$ cat src/rtl/mawg_cfg_sequencer_if.sv
// Byte-stream input and register-file write port of the MAWG config sequencer.
// master: the sequencer itself; slave: the UART source / register-file side.
interface mawg_cfg_sequencer_if;
    logic [7:0]  rx_data;
    logic        rx_valid;
    logic        wr_en;
    logic [3:0]  wr_addr;
    logic [31:0] wr_data;
    logic        clear_all;
    logic        frame_err;
    logic        busy;
    logic [7:0]  frame_count;

    modport master (
        input  rx_data, rx_valid,
        output wr_en, wr_addr, wr_data, clear_all, frame_err, busy, frame_count
    );

    modport slave (
        output rx_data, rx_valid,
        input  wr_en, wr_addr, wr_data, clear_all, frame_err, busy, frame_count
    );
endinterface

$ cat src/rtl/mawg_cfg_sequencer.sv
// Assembles UART command frames (cmd + 4 big-endian data bytes) into MAWG config writes.
// Define MAWG_CFG_CHECKSUM_EN to append and verify a 6th XOR checksum byte.
module mawg_cfg_sequencer #(
    parameter int TIMEOUT_CYCLES = 20000
) (
    input  logic                  clk,
    input  logic                  rst,
    mawg_cfg_sequencer_if.master  bus
);

    localparam int TCNT_W = $clog2(TIMEOUT_CYCLES + 1);
    localparam logic [TCNT_W-1:0] TLIM = TCNT_W'(TIMEOUT_CYCLES - 1);

    typedef enum logic [1:0] {IDLE, DATA, CHK, COMMIT} state_t;

    state_t            state_q, state_d;
    logic [7:0]        cmd_q, cmd_d;
    logic [31:0]       buf_q, buf_d;
    logic [1:0]        idx_q, idx_d;
    logic [TCNT_W-1:0] tcnt_q, tcnt_d;
    logic [7:0]        fcnt_q, fcnt_d;
    logic              wr_en_q, wr_en_d;
    logic              clear_q, clear_d;
    logic              err_q, err_d;
    logic [3:0]        addr_q, addr_d;
    logic [31:0]       wdata_q, wdata_d;
`ifdef MAWG_CFG_CHECKSUM_EN
    logic [7:0]        chk_q, chk_d;
`endif

    logic commit_go;
    logic expire;

    // A byte arriving on the expiry cycle takes priority over the timeout.
    assign expire = (state_q == DATA || state_q == CHK) && !bus.rx_valid && (tcnt_q == TLIM);

    // NOTE: every variable gets a default before the case so no path leaves it unassigned (no latches).
    always_comb begin
        state_d   = state_q;
        cmd_d     = cmd_q;
        buf_d     = buf_q;
        idx_d     = idx_q;
        fcnt_d    = fcnt_q;
        addr_d    = addr_q;
        wdata_d   = wdata_q;
        wr_en_d   = 1'b0;
        clear_d   = 1'b0;
        err_d     = 1'b0;
        commit_go = 1'b0;
`ifdef MAWG_CFG_CHECKSUM_EN
        chk_d     = chk_q;
`endif

        if (bus.rx_valid || state_q == IDLE || state_q == COMMIT)
            tcnt_d = '0;
        else if (tcnt_q != TLIM)
            tcnt_d = tcnt_q + 1'b1;
        else
            tcnt_d = tcnt_q;

        case (state_q)
            // COMMIT accepts the next cmd byte exactly like IDLE so back-to-back frames lose nothing.
            IDLE, COMMIT: begin
                state_d = IDLE;
                if (bus.rx_valid) begin
                    cmd_d   = bus.rx_data;
                    idx_d   = 2'd0;
                    state_d = DATA;
`ifdef MAWG_CFG_CHECKSUM_EN
                    chk_d   = bus.rx_data;
`endif
                end
            end

            DATA: begin
                if (bus.rx_valid) begin
                    buf_d = {buf_q[23:0], bus.rx_data};
                    idx_d = idx_q + 2'd1;
`ifdef MAWG_CFG_CHECKSUM_EN
                    chk_d = chk_q ^ bus.rx_data;
`endif
                    if (idx_q == 2'd3) begin
`ifdef MAWG_CFG_CHECKSUM_EN
                        state_d   = CHK;
`else
                        state_d   = COMMIT;
                        commit_go = 1'b1;
`endif
                    end
                end else if (expire) begin
                    err_d   = 1'b1;
                    state_d = IDLE;
                end
            end

            CHK: begin
`ifdef MAWG_CFG_CHECKSUM_EN
                if (bus.rx_valid) begin
                    if (bus.rx_data == chk_q) begin
                        state_d   = COMMIT;
                        commit_go = 1'b1;
                    end else begin
                        err_d   = 1'b1;
                        state_d = IDLE;
                    end
                end else if (expire) begin
                    err_d   = 1'b1;
                    state_d = IDLE;
                end
`else
                state_d = IDLE;
`endif
            end

            default: state_d = IDLE;
        endcase

        // Strobes are registered here so they appear during the single COMMIT cycle.
        if (commit_go) begin
            if (cmd_q <= 8'h0C) begin
                wr_en_d = 1'b1;
                addr_d  = cmd_q[3:0];
                wdata_d = buf_d;
                fcnt_d  = fcnt_q + 8'd1;
            end else if (cmd_q == 8'h0F) begin
                clear_d = 1'b1;
                fcnt_d  = fcnt_q + 8'd1;
            end else begin
                err_d = 1'b1;
            end
        end
    end

    // NOTE: sequential state uses non-blocking assignments so all registers update from pre-edge values.
    always_ff @(posedge clk) begin
        if (!rst) begin
            state_q <= IDLE;
            cmd_q   <= '0;
            buf_q   <= '0;
            idx_q   <= '0;
            tcnt_q  <= '0;
            fcnt_q  <= '0;
            wr_en_q <= 1'b0;
            clear_q <= 1'b0;
            err_q   <= 1'b0;
            addr_q  <= '0;
            wdata_q <= '0;
`ifdef MAWG_CFG_CHECKSUM_EN
            chk_q   <= '0;
`endif
        end else begin
            state_q <= state_d;
            cmd_q   <= cmd_d;
            buf_q   <= buf_d;
            idx_q   <= idx_d;
            tcnt_q  <= tcnt_d;
            fcnt_q  <= fcnt_d;
            wr_en_q <= wr_en_d;
            clear_q <= clear_d;
            err_q   <= err_d;
            addr_q  <= addr_d;
            wdata_q <= wdata_d;
`ifdef MAWG_CFG_CHECKSUM_EN
            chk_q   <= chk_d;
`endif
        end
    end

    assign bus.wr_en       = wr_en_q;
    assign bus.wr_addr     = addr_q;
    assign bus.wr_data     = wdata_q;
    assign bus.clear_all   = clear_q;
    assign bus.frame_err   = err_q;
    assign bus.frame_count = fcnt_q;
    assign bus.busy        = (state_q == DATA) || (state_q == CHK);

endmodule

$ cat src/flat_wrapper.sv
// flat-port wrapper written by rule: the top's interface ports become plain ports
module mawg_cfg_sequencer_flat 
#(
    parameter int TIMEOUT_CYCLES = 20000
)
  (clk, rst, bus_rx_data, bus_rx_valid, bus_wr_en, bus_wr_addr, bus_wr_data, bus_clear_all, bus_frame_err, bus_busy, bus_frame_count);
  mawg_cfg_sequencer_if bus_i ();
  input  logic clk;
  input  logic rst;
  input wire logic [$bits(bus_i.rx_data)-1:0] bus_rx_data;
  input wire logic [$bits(bus_i.rx_valid)-1:0] bus_rx_valid;
  output wire logic [$bits(bus_i.wr_en)-1:0] bus_wr_en;
  output wire logic [$bits(bus_i.wr_addr)-1:0] bus_wr_addr;
  output wire logic [$bits(bus_i.wr_data)-1:0] bus_wr_data;
  output wire logic [$bits(bus_i.clear_all)-1:0] bus_clear_all;
  output wire logic [$bits(bus_i.frame_err)-1:0] bus_frame_err;
  output wire logic [$bits(bus_i.busy)-1:0] bus_busy;
  output wire logic [$bits(bus_i.frame_count)-1:0] bus_frame_count;
  assign bus_i.rx_data = bus_rx_data;
  assign bus_i.rx_valid = bus_rx_valid;
  assign bus_wr_en = bus_i.wr_en;
  assign bus_wr_addr = bus_i.wr_addr;
  assign bus_wr_data = bus_i.wr_data;
  assign bus_clear_all = bus_i.clear_all;
  assign bus_frame_err = bus_i.frame_err;
  assign bus_busy = bus_i.busy;
  assign bus_frame_count = bus_i.frame_count;
  mawg_cfg_sequencer #(.TIMEOUT_CYCLES(TIMEOUT_CYCLES)) u_core (.clk(clk), .rst(rst), .bus(bus_i));
endmodule
$ cat config.mk
export PLATFORM = sky130hd
export DESIGN_NAME = mawg_cfg_sequencer_flat
export DESIGN_NICKNAME = d
export VERILOG_FILES = /design/src/rtl/mawg_cfg_sequencer_if.sv /design/src/rtl/mawg_cfg_sequencer.sv /design/src/flat_wrapper.sv
export SDC_FILE = /design/constraint.sdc
export NUM_CORES = 1
export LEC_CHECK = 0
export CAP_MARGIN = 20
export CORE_ASPECT_RATIO = 1.2
export CORE_UTILIZATION = 53
export DETAILED_ROUTE_END_ITERATION = 8
export GPL_TIMING_DRIVEN = 0
export PLACE_DENSITY = 0.87
export SLEW_MARGIN = 20
export SYNTH_ARGS = -nofsm -noshare
export SYNTH_HDL_FRONTEND = slang
export SYNTH_SLANG_ARGS = --single-unit
export TNS_END_PERCENT = 50
$ cat constraint.sdc
create_clock -name clk -period 2.03 [get_ports clk]
set_input_delay 0.406 -clock clk [delete_from_list [all_inputs] [get_ports clk]]
set_output_delay 0.406 -clock clk [all_outputs]
set_load 0.01 [all_outputs]
Word level (Yosys, flattened, before mapping)
Index checks and enable logic that the tools add are counted.

storage, ports and cells
  output and inout bits = 48
  logic and storage cells = 69
  bits of input ports = 11
  bits in registers = 106

cells by class
  order comparisons = 1
  add/sub/neg operators = 3
  equality and inequality tests = 11
  muxes and demuxes = 23
  reduce and logical (&&, ||, !) cells = 18
  bitwise logic cells = 2

operator list
  kind                                                   number
  2-to-1 mux 32 bit                                      2
  2-to-1 mux 8 bit                                       2
  adder 15 x 1 -> 15 bit, second input constant          1
  == test 15 bit, second input constant                  1
  inequality test 15 bit, second input constant          1
  2-to-1 mux 1 bit                                       12
  2-to-1 mux 2 bit                                       5
  AND reduction 2 bit                                    5
  adder 8 x 1 -> 8 bit, second input constant            1
  == test 8 x 4 -> 1 bit, second input constant          1
  <= comparator 8 x 4 -> 1 bit, second input constant    1
  == test 2 bit, second input constant                   3
  case mux 2 bit (3 select lines)                        1
  inequality test 2 bit, second input constant           2
  case mux 2 bit (2 select lines)                        1
  nonzero test 2 bit                                     2
  OR reduction 2 bit                                     2
  logical OR 1 bit                                       3
  inequality test 3 x 2 -> 1 bit, second input constant  1
  inequality test 3 bit, second input constant           1
  AND reduction 3 bit                                    1
  OR reduction 3 bit                                     1
  adder 2 x 1 -> 2 bit, second input constant            1
  == test 2 x 1 -> 1 bit, second input constant          1
  4 further kinds                                        6

Longest topological paths before layout
  depth in word-level cells = 10
  depth in mapped cells = 9

Worst setup path before layout
No wires, ideal clock.

  kind = register to register
  start = register u_core.state_q[1]
  end = register u_core.wdata_q[4] (netlist: u_core.bus.wr_data[4])
  arrival = 1.742 ns
  required time = 1.896 ns
  path buffers = 4
  slack = 0.153 ns
  stages on the path, launching flop included = 10
  cells stage by stage = dfxtp_1 > inv_1 > ha_1 > clkbuf_1 > and3_1 > o211a_1 > clkbuf_1 > buf_2 > buf_2 > a211oi_1

on the way
  longest elaborated chain between the ends = 3

RTL lines
  element                        RTL line                   text
  from (decl)                    mawg_cfg_sequencer.sv:16   state_t state_q, state_d;
  from (signal assigned)         mawg_cfg_sequencer.sv:152  state_q <= state_d;
  == test 2 x 1 -> 1 bit (*)     mawg_cfg_sequencer.sv:61   case (state_q)
  2-to-1 mux 1 bit               mawg_cfg_sequencer.sv:61
  AND reduction 2 bit (no line)  --
  to (signal assigned)           mawg_cfg_sequencer.sv:162  wdata_q <= wdata_d;
  to (decl)                      mawg_cfg_sequencer.sv:26   logic [31:0] wdata_q, wdata_d;

Every way passes the cells marked *; elsewhere a longest branch is shown, timed or not.
A chain may end at the register's enable or synchronous reset.

Worst setup path in the final report
  start = register u_core.state_q[0]
  end = register u_core.tcnt_q[11]

on the way
  longest elaborated chain between the ends = 4

RTL lines
  element                           RTL line                   text
  logical NOT 2 bit                 mawg_cfg_sequencer.sv:54   if (bus.rx_valid || state_q == IDLE || state_q == COMMIT)
  logical OR 1 bit                  mawg_cfg_sequencer.sv:54
  logical OR 1 bit (*)              mawg_cfg_sequencer.sv:54
  OR reduction 2 bit (no line) (*)  --
  to (signal assigned)              mawg_cfg_sequencer.sv:156  tcnt_q <= tcnt_d;
  to (decl)                         mawg_cfg_sequencer.sv:20   logic [TCNT_W-1:0] tcnt_q, tcnt_d;

Marked as above.

==> results_dict.tcl <==
set metrics [dict create \
    crit_type "flip-flop to flip-flop" \
    r2r_slack_ns 0.06 \
    skew_ns 0.00913 \
    crit_slowest_cell "or4_1" \
    drv_cap 0 \
    p_leak_nw 1.78 \
    via_per_inst 5.68 \
    num_rows 34 \
    slew_violations 0 \
    routedWlPerCell_um 16.0 \
    rr_worst_depth 6 \
    ys.flop_type "dfxtp_1" \
    htreeDepth 3 \
    finalSetupViolCount 0 \
    cts_buffers 9 \
    clock_path_buffers 2 \
    critical-path-top-delay-family "simple AND/OR/NAND/NOR gates" \
    power_mw 3.60 \
    ios 59 \
    yosysMostFrequentCell "dfxtp_1" \
    core-area_um2 7320 \
    grtUsageTotal_pct 24.7 \
    nets 500 \
    grt_pass1_vias 3100 \
    overflow 0 \
    grt_pass1_wl_um 14900 \
    ir_worst_vdd_uv 498 \
    cp.arrival_ns 2.29 \
    use_met2_pct 41.2 \
    fp.dieW_um 81.6 \
    synth_top_area_share_pct 52.7 \
    worstSetupStartpointType "flip-flop" \
    synth_edf_count 0 \
    reg2reg_to "u_core.tcnt_q[11]" \
    io_buffers 57 \
    hold_ws_ns 0.477 \
    antenna_found_initial 0 \
    syn-num-nets 434 \
    clk_pin_slew_worst_paths_ns 0.10 \
    hold_path_startpoint "bus_rx_valid" \
    grt_max_degree 21 \
    post_cts_buffers 0 \
    yosysTopAreaCell "dfxtp_1" \
    clock_latency_ns 0.37 \
    setup_tns_ns 0 \
    layout_min_cycle_time_ns 1.97 \
    min_path_type "input pin to flip-flop" \
    crit_path_frequent_cell "or4_1" \
    worst_slew_pin_slew_ns 0.635 \
    synth_area_leaders "dfxtp_1, mux2i_1, nor2_1" \
    worstPathRequired_ns 2.35 \
    timing.final.crit_share_pct 97.2 \
    drive_above_1_share_pct 6.76 \
    ctsRootBufferMaster "clkbuf_8" \
    place_area_um2 4710 \
    cp_max_fo 5 \
    firstDrtPassIters 4 \
    vias 3281 \
    top_usage_layer "met2" \
    yosys_warnings 0 \
    end_kind "flip-flop" \
    syn2layout_area_growth_pct 22.4 \
    min_path_cells 3 \
    postSynthCellCount 417 \
    async_flop_share_pct 0 \
    ant_nets 0 \
    met3_usage_pct 4.23 \
    gp_congestion 0.852 \
    dpl.hpwl_um 6480 \
    critical_path.max_stage_delay_ns 0.53 \
    cts_tree "done" \
    wl_um 9270 \
    start_util_pct 55.0 \
    met1_usage_pct 30.5 \
    outcome "finished clean" \
    final_hold_viol_count 0 \
    yosysUniqueCellTypes 39 \
    insertedDiodeCount 0 \
    ys_ff_latch 106 \
    syn_avg_cell_area_um2 9.65 \
    drt_iter0_markers 148 \
    clock-sinks 106 \
    dieArea_um2 7950 \
    crit_chain "inv_1 -> ha_1 -> or4_1 -> clkbuf_1 -> or4_1 -> nand2_1" \
    relSlewSlack_pct 57.7 \
    rsz0062_at_grt "false" \
    cp_num_buf_inv 2 \
    die_y_um 97.5 \
    drc 0 \
    timing.rr.start "u_core.state_q[0]" \
    hold_end "u_core.state_q[1]" \
    synth_area_um2 4030 \
    synth_commonest_cells "dfxtp_1, nor2_1, mux2i_1" \
    ys_seq_area_share_pct 52.7 \
    finish.instance_area_um2 4930 \
    max_freq_mhz 507 \
    power.density_nw_per_um2 730 \
    post-route-util_pct 67.3 \
]
[how the worst max path moves through the flow]
stage	from	end	depth (start not counted)
after detailed placement	rst	u_core.tcnt_q[11]	6
after floorplan	u_core.state_q[1]	u_core.bus.wr_data[4]	9
after CTS	u_core.state_q[1]	u_core.bus.wr_data[12]	8
after global routing	u_core.state_q[0]	u_core.tcnt_q[11]	6
after global placement	rst	u_core.tcnt_q[11]	6
final	u_core.state_q[0]	u_core.tcnt_q[11]	6
[layout by cell type (no fill, tap or decap), types with 3 or more instances in the layout]
cell,count
a21oi_1,9
buf_2,4
mux2i_1,46
nand4_1,7
and4_1,3
clkbuf_1,17
nand3_1,7
dfxtp_1,106
buf_4,3
inv_6,4
a211oi_1,32
or4_1,4
clkdlybuf4s50_1,55
inv_1,7
clkbuf_8,10
o21ai_0,6
xor2_1,10
ha_1,5
nand2_1,13
o31ai_1,3
nor2_1,96
or3_1,5
[sequential cells by signal, indices dropped and copies added (netlist names)]
signal	cells
u_core.bus.wr_en	1
u_core.tcnt_q	15
u_core.cmd_q	8
u_core.bus.clear_all	1
u_core.buf_q	32
u_core.state_q	2
u_core.bus.wr_data	32
u_core.bus.frame_err	1
u_core.idx_q	2
u_core.bus.frame_count	8
u_core.bus.wr_addr	4
[report_power, final]
part           switching [mW]  total [mW]  internal, mW
clock                   0.778        1.30         0.517
sequential             0.0208        2.12          2.10
combinational           0.111       0.184        0.0728
total                   0.910        3.60          2.69
[routing by layer]
metal | wire (um) | share of wire, %
met1 | 3910 | 42
met2 | 4740 | 51
met3 | 449 | 4.8
met4 | 175 | 1.9
met5 | 0 | 0
[through the flow]
step	cells	setup WS (ns)
after floorplan	417	0.153
after global placement	564	-0.427
after detailed placement	564	-0.470
after CTS	579	-0.00397
after global routing	578	0.0170
final	578	0.0571
[logic make-up after synthesis]
| family | after synthesis | synth area share [%] |
|---|---|---|
| DFF | 106 | 52.7 |
| and+or+nand+nor | 149 | 17.1 |
| muxes | 46 | 11.4 |
| adders and majority gates | 6 | 1.87 |
| xor gates and xnor gates | 11 | 2.39 |
| AOI/OAI and AO/OA | 62 | 10.8 |
| buffers and inverters | 37 | 3.70 |
[final cells by class]
cell class / instances / area (um2)
buffer: 27 / 124
clock buffer: 10 / 138
clock inverter: 6 / 62.6
fill: 583 / 2390
inverter: 8 / 30.0
multi-input combinational: 274 / 1770
sequential: 106 / 2120
tap: 90 / 113
timing repair buffer: 57 / 568
[worst reg2reg max path: cells and delay by family (launching register included)]
| family | cells | cell delay [ns] |
|---|---|---|
| AND/OR/NAND/NOR | 3 | 1.07 |
| flip-flops | 1 | 0.40 |
| adder cells (fa/ha/maj) | 1 | 0.21 |
| buffers and inverters | 2 | 0.26 |
[repair_timing]
action	4_1_cts	5_1_grt
hold endpoints to repair	0	0
setup endpoints to repair	42	39
hold buffers	0	0
resized for setup	8	4
Power figures use the tool's default switching activity.
